## src/rtl/forward_hazard_ctrl.sv

```systemverilog
// Forwarding-select and load-use hazard controller for a 5-stage pipeline.
// Latency: selects and stall_cnt registered (valid the cycle the instruction is in EX); stall/enables combinational.
// Backpressure: hold freezes all state and gates pc_we/ifid_we/idex_flush low; stall gates PC/IF-ID for one cycle.
//
// Ports:
//   clk, rst_n                 clock, synchronous active-low reset
//   hold                       global freeze (memory wait)
//   dec_valid, dec_rs, dec_rt, dec_use_rs, dec_use_rt, dec_rd,
//   dec_reg_write, dec_mem_read    decode-stage instruction fields
//   flush                      taken branch, kills the decode instruction
//   fwd_a_sel, fwd_b_sel       ALU operand selects: 00 regfile, 01 MEM/WB, 10 EX/MEM
//   stall                      load-use hazard (combinational)
//   pc_we, ifid_we, idex_flush pipeline register controls
//   stall_cnt                  saturating count of stall cycles
module forward_hazard_ctrl (
    input  logic        clk,
    input  logic        rst_n,
    input  logic        hold,
    input  logic        dec_valid,
    input  logic [4:0]  dec_rs,
    input  logic [4:0]  dec_rt,
    input  logic        dec_use_rs,
    input  logic        dec_use_rt,
    input  logic [4:0]  dec_rd,
    input  logic        dec_reg_write,
    input  logic        dec_mem_read,
    input  logic        flush,
    output logic [1:0]  fwd_a_sel,
    output logic [1:0]  fwd_b_sel,
    output logic        stall,
    output logic        pc_we,
    output logic        ifid_we,
    output logic        idex_flush,
    output logic [15:0] stall_cnt
);

    localparam logic [1:0] SEL_RF  = 2'b00;
    localparam logic [1:0] SEL_MEM = 2'b01;
    localparam logic [1:0] SEL_EX  = 2'b10;

    // Shadow of the instructions currently in EX and MEM.
    logic       ex_valid;
    logic [4:0] ex_rd;
    logic       ex_reg_write;
    logic       ex_mem_read;
    logic       mem_valid;
    logic [4:0] mem_rd;
    logic       mem_reg_write;

    logic       ex_hit_rs;
    logic       ex_hit_rt;
    logic       mem_hit_rs;
    logic       mem_hit_rt;
    logic       load_dec;
    logic [1:0] next_a;
    logic [1:0] next_b;

    // A stage produces a source only if it really writes a non-zero register.
    assign ex_hit_rs  = ex_valid  & ex_reg_write  & (ex_rd  != 5'd0) & (ex_rd  == dec_rs);
    assign ex_hit_rt  = ex_valid  & ex_reg_write  & (ex_rd  != 5'd0) & (ex_rd  == dec_rt);
    assign mem_hit_rs = mem_valid & mem_reg_write & (mem_rd != 5'd0) & (mem_rd == dec_rs);
    assign mem_hit_rt = mem_valid & mem_reg_write & (mem_rd != 5'd0) & (mem_rd == dec_rt);

    // A load in EX cannot feed the next instruction; flush wins over stall
    // because the consumer is being killed anyway.
    assign stall = dec_valid & ~flush & ex_mem_read &
                   ((dec_use_rs & ex_hit_rs) | (dec_use_rt & ex_hit_rt));

    assign load_dec   = dec_valid & ~stall & ~flush;
    assign pc_we      = ~stall & ~hold;
    assign ifid_we    = ~stall & ~hold;
    assign idex_flush = (stall | flush) & ~hold;

    // EX is the newest producer, so it is checked first. A load in EX falls
    // through to MEM; the stall path turns that case into a bubble anyway.
    always_comb begin
        next_a = SEL_RF;
        if (dec_use_rs && ex_hit_rs && !ex_mem_read) begin
            next_a = SEL_EX;
        end else if (mem_hit_rs) begin
            next_a = SEL_MEM;
        end
    end

    always_comb begin
        next_b = SEL_RF;
        if (dec_use_rt && ex_hit_rt && !ex_mem_read) begin
            next_b = SEL_EX;
        end else if (mem_hit_rt) begin
            next_b = SEL_MEM;
        end
    end

    always_ff @(posedge clk) begin
        if (!rst_n) begin
            ex_valid      <= 1'b0;
            ex_rd         <= 5'd0;
            ex_reg_write  <= 1'b0;
            ex_mem_read   <= 1'b0;
            mem_valid     <= 1'b0;
            mem_rd        <= 5'd0;
            mem_reg_write <= 1'b0;
            fwd_a_sel     <= SEL_RF;
            fwd_b_sel     <= SEL_RF;
            stall_cnt     <= 16'd0;
        end else if (!hold) begin
            mem_valid     <= ex_valid;
            mem_rd        <= ex_rd;
            mem_reg_write <= ex_reg_write;
            ex_valid      <= load_dec;
            ex_rd         <= load_dec ? dec_rd : 5'd0;
            ex_reg_write  <= load_dec & dec_reg_write;
            ex_mem_read   <= load_dec & dec_mem_read;
            fwd_a_sel     <= load_dec ? next_a : SEL_RF;
            fwd_b_sel     <= load_dec ? next_b : SEL_RF;
            if (stall && (stall_cnt != 16'hFFFF)) begin
                stall_cnt <= stall_cnt + 16'd1;
            end
        end
    end

endmodule

```

## config.mk

```make
export PLATFORM = sky130hd
export DESIGN_NAME = forward_hazard_ctrl
export DESIGN_NICKNAME = d
export VERILOG_FILES = /design/src/rtl/forward_hazard_ctrl.sv
export SDC_FILE = /design/constraint.sdc
export NUM_CORES = 1
export LEC_CHECK = 0
export ABC_AREA = 0
export ABC_CLOCK_PERIOD_IN_PS = 4600
export CAP_MARGIN = 20
export CORE_UTILIZATION = 42
export CTS_CLUSTER_SIZE = 24
export DETAILED_ROUTE_END_ITERATION = 8
export GPL_TIMING_DRIVEN = 1
export PLACE_DENSITY = 0.69
export SETUP_SLACK_MARGIN = 0.2
export SLEW_MARGIN = 20
export SYNTH_ARGS = -nofsm -noshare
export SYNTH_HDL_FRONTEND = slang
export SYNTH_SLANG_ARGS = --single-unit
export TNS_END_PERCENT = 1
```

## constraint.sdc

```tcl
create_clock -name clk -period 4.6 [get_ports clk]
set_input_delay 1.15 -clock clk [delete_from_list [all_inputs] [get_ports clk]]
set_output_delay 1.15 -clock clk [all_outputs]
set_load 0.01 [all_outputs]
```

==> results by group, run 1 <==
Run status
  – Status: finished, final reports clean

Timing
  – Clock Skew: 0.00883 ns
  – Final setup viols: 0
  – Tcrit/Tclk final: 0.921
  – Crit path time final: 4.24 ns
  – Minimum hold slack: 0.455 ns
  – Max Fclk: 236 MHz
  – Slew Limit Fails: 0
  – Slew margin rel.: 0.539
  – Slew of the pin with the lowest slew margin: 0.691 ns
  – Unrepaired setup endpoints after global routing: false
  – Hold Vio Cnt, Final: 0
  – Total negative slack: 0 ns

Pwr
  – Switch Pwr: 0.148 mW
  – Clock power share: 0.479
  – Sw Ratio: 0.211
  – Sequential share of power: 0.441
  – Leak: 0.854 nW
  – Gate power share: 0.080
  – Power, Total: 0.701 mW
  – Internal power: 0.553 mW
  – Power density cells: 291 nW/um^2
  – Max VDD drop: 0.000153 V

Yosys
  – Synth Instances: 203
  – Post-synth EDFFs: 0
  – Share of the synthesized area in the top cell type: 0.394
  – Post-synth top cells: 35 x dfxtp_1, 15 x a21oi_1, 15 x nand2_1, 15 x nor2_1
  – Cell area after synthesis: 1780 um^2
  – Mux share of post-synthesis cell area: 0.0450
  – Area leader, netlist: dfxtp_1
  – Top post-synthesis cells by area: dfxtp_1 39%, xor2_1 6.9%, o31ai_1 5.9%
  – Largest family of logic cells by synthesized area: simple AND/OR/NAND/NOR gates
  – Most common cell in the netlist: dfxtp_1
  – Unique masters post-synth: 34
  – Synth Area in Adders: 0.00704
  – Synth Flop Type: dfxtp_1
  – Post-synthesis xor/xnor area fraction: 0.0985
  – Synth Register Bits: 35
  – Yosys warns: 0
  – Post-synth ARST share: 0
  – Area fraction in compound gates after synthesis: 0.176
  – Post-Synthesis Mean Instance Area: 8.76 um^2
  – Register area share after synthesis: 0.394
  – Mapped Nets: 228
  – Simple-gate share of the synthesized area: 0.239

Hold path
  – Endpoint, Worst Hold: fwd_a_sel[0]
  – Hold Startpoint: fwd_a_sel[0]
  – HP Class: flip-flop to flip-flop
  – Hold depth: 2

Floorplan
  – Core Footprint: 4030 um^2
  – Die area: 4500 um^2
  – Row count: 23
  – Die X: 67.1 um
  – # IOs: 48
  – Starting Density: 0.441
  – Die Y: 67.1 um

Clock network
  – Worst-Skew Late Latency: 0.29 ns
  – Hold Buf Count CTS: 0
  – # clock sinks: 35
  – Max clock buf depth: 2
  – TritonCTS clock tree: done
  – H-tree depth: 2
  – Clk slew on worst S/H paths: 0.08 ns
  – Root Buffer: clkbuf_8
  – CTS Buf Count: 5

Global routing
  – Vias in the first global route: 1421
  – Overall global routing resource usage: 0.209
  – First-pass GRT wire length: 6900 um
  – Total congestion overflow: 0
  – Pin count of the biggest net entering global routing: 34
  – Antenna violations before repair: 0

Drt
  – Routed via count: 1665
  – Post-DRT Antenna Nets: 0
  – Initial DRC Count: 105
  – Wire per inst: 14.5 um
  – Vias per cell: 5.59
  – 1st-pass router iterations: 5
  – DRC: 0
  – Final WL: 4330 um

Setup path
  – R2R Setup Slk: 2.19 ns
  – Setup crit start kind: primary input
  – Reg2Reg Depth: 7
  – Worst r2r src: ex_rd[1]
  – R2r endpoint: ex_rd[0]
  – Critical Path End Type: output pin
  – Critical path class: primary input to output pin
  – Max FO, Critical Path: 3
  – CP arrival: 3.09 ns
  – Worst path required time: 3.45 ns

Finish
  – Total Nets Final: 272
  – Post-Layout Inst Area: 2410 um^2
  – Layout cell share with drive strength beyond 1: 0.0565
  – Final antenna diode count: 0
  – Number of fill cells: 381
  – Register area: 701 um^2
  – Non-filler cells, final: 298
  – Area delta synth->final: 35.4%
  – Multi-input logic area: 1010 um^2

Placement
  – DP Area: 2260 um^2
  – I/O Buffers: 47
  – Global placer's final weighted congestion: 0.894
  – DP Cell Count: 290
  – DP HPWL: 3020 um

Run
  – Max cap viols: 0
## per-stage QoR
step / utilization / setup WS [ns]
after floorplan: - / 0.806
after CTS: 0.596 / 0.337
after global placement: 0.562 / 0.337
after global routing: 0.598 / 0.217
final: 0.598 / 0.363
after detailed placement: 0.562 / 0.344
## worst max-delay path: stages
cell and delay [ns]:
clkdlybuf4s50_1 0.45, xor2_1 0.17, nor4_2 0.26, and3_2 0.25, o211ai_1 0.10, a21oi_1 0.15
clkdlybuf4s50_1 0.56
## layout by cell type, fill, tap and decap left out, types with 3 or more instances in the layout
| master | count |
|---|---|
| xnor2_1 | 6 |
| clkbuf_8 | 5 |
| nand2_1 | 15 |
| and3_1 | 3 |
| or4_1 | 14 |
| o31ai_1 | 14 |
| mux2i_1 | 8 |
| a21oi_1 | 15 |
| nand4_1 | 7 |
| a22o_1 | 7 |
| dfxtp_1 | 35 |
| clkdlybuf4s50_1 | 47 |
| nand3_1 | 8 |
| o21ai_0 | 5 |
| xor2_1 | 14 |
| nor2_1 | 15 |
| inv_1 | 3 |
## cell families after synthesis
family | Yosys count
and+or+nand+nor | 77
adders and majority gates | 1
muxes | 8
DFF | 35
buffers and inverters | 15
AOI/OAI and AO/OA | 47
xor gates and xnor gates | 20
## layout make-up
cell class | instances | area share
clock buffer | 5 | 0.0286
clock inverter | 3 | 0.0281
inverter | 3 | 0.00468
multi-input combinational | 153 | 0.420
sequential | 35 | 0.291
tap | 50 | 0.0260
timing repair buffer | 49 | 0.202
## sequential cells by signal, indices dropped and copies added, names as in the netlist
signal and flops:
mem_rd 5, fwd_b_sel 2, mem_valid 1, mem_reg_write 1, ex_rd 5, ex_reg_write 1, fwd_a_sel 2, ex_valid 1
ex_mem_read 1, stall_cnt 16
## worst max path at each step
stage	start	depth (start not counted)	end	slack (ns)
floorplan	dec_rt[3]	9	pc_we	0.81
global placement	dec_rt[3]	7	idex_flush	0.34
detailed placement	dec_rt[3]	7	idex_flush	0.34
CTS	dec_rt[3]	7	idex_flush	0.34
global route	dec_rt[3]	7	idex_flush	0.22
finish	dec_rt[3]	7	idex_flush	0.36
## per-layer routing
layer | GRT usage | vias up | part of all wire | wire (um)
met5 | 0 | - | 0 | 0
met4 | 0.0718 | 0 | 0.0095 | 41
met3 | 0.0514 | 4 | 0.036 | 156
met2 | 0.295 | 36 | 0.44 | 1920
met1 | 0.302 | 780 | 0.51 | 2220
li1 | - | 845 | - | -
## power by group through the flow
| stage | registers [mW] | clock network, mW | logic, mW |
|---|---|---|---|
| after floorplan | 0.315 | 0 | 0.0261 |
| after global placement | 0.316 | 0 | 0.0549 |
| after detailed placement | 0.316 | 0 | 0.0554 |
| after CTS | 0.309 | 0.345 | 0.0555 |
| after global routing | 0.309 | 0.359 | 0.0608 |
| final | 0.309 | 0.336 | 0.0560 |
## repair_timing
item,in CTS,in global routing
endpoints found under the setup margin,0,3
buffers inserted,0,0
gates resized for setup,0,1
No activity file was read; power rests on OpenSTA's default activity.
==> inputs of run 2 (changes only) <==
ABC_AREA = default   (was 0)
ABC_CLOCK_PERIOD_IN_PS = 3600   (was 4600)
PLACE_DENSITY = 0.72   (was 0.69)
RECOVER_POWER = 100   (was default)
clock period = 3.6 ns   (was 4.6 ns; I/O delays follow)
==> run 2 against run 1 <==
Critical path depth increased by 1; die area unchanged; core utilization increased by 1.0 points; register-to-register slack got worse by 1.2 ns; hold slack got worse by 0.0069 ns.
==> results by group, run 2 (synthesis results as in run 1) <==
Setup path
  – Critical path class: primary input to output pin
  – CP arrival: 2.50 ns
  – Worst setup path endpoint: ifid_we
  – R2r endpoint: ex_rd[1]
  – Worst path required time: 2.70 ns
  – Worst r2r src: ex_rd[2]
  – R2R Setup Slk: 1.02 ns
  – Reg2Reg Depth: 7
  – Setup crit start kind: primary input
  – Max FO, Critical Path: 2
  – CP startpoint: dec_rt[3]
  – Critical Path End Type: output pin

Clock network
  – Hold Buf Count CTS: 0
  – Clk slew on worst S/H paths: 0.07 ns
  – Worst-Skew Late Latency: 0.28 ns
  – Root Buffer: clkbuf_8
  – CTS Buf Count: 5
  – H-tree depth: 2
  – TritonCTS clock tree: done
  – # clock sinks: 35
  – Max clock buf depth: 2

Timing
  – Final setup viols: 0
  – Slew margin rel.: 0.222
  – Max Fclk: 294 MHz
  – Hold Vio Cnt, Final: 0
  – Slew Limit Fails: 0
  – Tcrit/Tclk final: 0.944
  – Slew of the pin with the lowest slew margin: 1.15 ns
  – Total negative slack: 0 ns
  – Unrepaired setup endpoints after global routing: true
  – Clock Skew: 0.00806 ns
  – Minimum hold slack: 0.449 ns
  – Crit path time final: 3.40 ns

Floorplan
  – # IOs: 48
  – Die Y: 67.1 um
  – Die area: 4500 um^2
  – Core Footprint: 4030 um^2
  – Row count: 23
  – Starting Density: 0.441
  – Die X: 67.1 um

Drt
  – Wire per inst: 14.0 um
  – Final WL: 4320 um
  – Post-DRT Antenna Nets: 0
  – Initial DRC Count: 93
  – 1st-pass router iterations: 4
  – Vias per cell: 5.51
  – DRC: 0
  – Routed via count: 1703

Pwr
  – Leak: 1.02 nW
  – Gate power share: 0.097
  – Max VDD drop: 0.000203 V
  – Clock power share: 0.399
  – Sw Ratio: 0.225
  – Sequential share of power: 0.504
  – Power, Total: 0.784 mW
  – Switch Pwr: 0.176 mW
  – Internal power: 0.608 mW
  – Power density cells: 320 nW/um^2

Finish
  – Final antenna diode count: 0
  – Total Nets Final: 283
  – Most frequent cells in the layout: 35 x dfxtp_1, 22 x dlygate4sd3_1
  – Post-Route Utilization: 0.608
  – Max reg flops: 16
  – Number of fill cells: 385
  – Top reg by flops: stall_cnt
  – Leading cell type in the layout, fill and taps excluded: dfxtp_1
  – Top Registers: stall_cnt: 16 flops, ex_rd: 5 flops, mem_rd: 5 flops
  – Area delta synth->final: 37.7%
  – Layout cell share with drive strength beyond 1: 0.0849

Global routing
  – Vias in the first global route: 1521
  – Antenna violations before repair: 0
  – First-pass GRT wire length: 6910 um
  – Total congestion overflow: 0
  – Overall global routing resource usage: 0.202
  – Pin count of the biggest net entering global routing: 34

Placement
  – Global placer's final weighted congestion: 0.795
  – DP HPWL: 3080 um
  – I/O Buffers: 47

Run status
  – Status: finished, final reports clean

Run
  – Max cap viols: 0

Hold path
  – HP Class: flip-flop to flip-flop
-- run 2: per-stage QoR --
step	setup slack (ns)	cell area (um^2)	cells
floorplan	0.306	1780	203
global placement	-0.0915	2330	299
detailed placement	-0.137	2330	299
CTS	0.182	2440	309
global route	0.106	2450	309
finish	0.203	2450	309
-- run 2: per-layer routing --
metal | track usage | share of wire
met1 | 0.276 | 0.50
met2 | 0.306 | 0.45
met3 | 0.0462 | 0.044
met4 | 0.0665 | 0.0074
met5 | 0 | 0
-- run 2: area by class of cell --
cell class	count	area (um^2)	share of cell area
Multi-Input combinational cell	153	1000	0.410
Sequential cell	35	701	0.286
Timing Repair Buffer	60	569	0.232
Clock buffer	8	100	0.0409
Tap cell	50	62.6	0.0255
Inverter	3	11.3	0.00460
-- run 2: worst min-delay path by stage --
stage / from / to / slack, ns / cells after the start
final: fwd_a_sel[0] / fwd_a_sel[0] / 0.45 / 2
after global routing: fwd_b_sel[1] / fwd_b_sel[1] / 0.47 / 2
after detailed placement: fwd_a_sel[0] / fwd_a_sel[0] / 0.44 / 2
after floorplan: ex_valid / ex_valid / 0.45 / 1
after global placement: fwd_a_sel[1] / fwd_a_sel[1] / 0.44 / 2
after CTS: fwd_a_sel[0] / fwd_a_sel[0] / 0.46 / 2
-- run 2: power groups by stage --
stage / Combinational, mW / Clock (mW) / Sequential (mW)
floorplan: 0.0333 / 0 / 0.402
CTS: 0.0777 / 0.315 / 0.395
global placement: 0.0775 / 0 / 0.404
detailed placement: 0.0781 / 0 / 0.404
finish: 0.0764 / 0.313 / 0.395
global route: 0.0833 / 0.334 / 0.395
-- run 2: worst max-delay path, stage by stage --
cell and delay [ns]:
clkdlybuf4s50_1 0.50, xor2_1 0.16, nor4_1 0.06, and3_2 0.22
o21ai_2 0.16, nor2_1 0.08, nor2_1 0.11, clkdlybuf4s25_1 0.32
-- run 2: repair_timing --
item                                    in CTS  in global routing
buffers inserted                             2                  0
endpoints found under the setup margin       4                  4
gates resized for setup                      7                  9
pin swaps                                    3                  6
cloned                                       0                  0
==> inputs of run 3 (changes only) <==
CTS_CLUSTER_SIZE = 8   (was 24)
==> results of run 3 <==
Same layout as run 2: the final DEF is identical, and so are final timing and power.
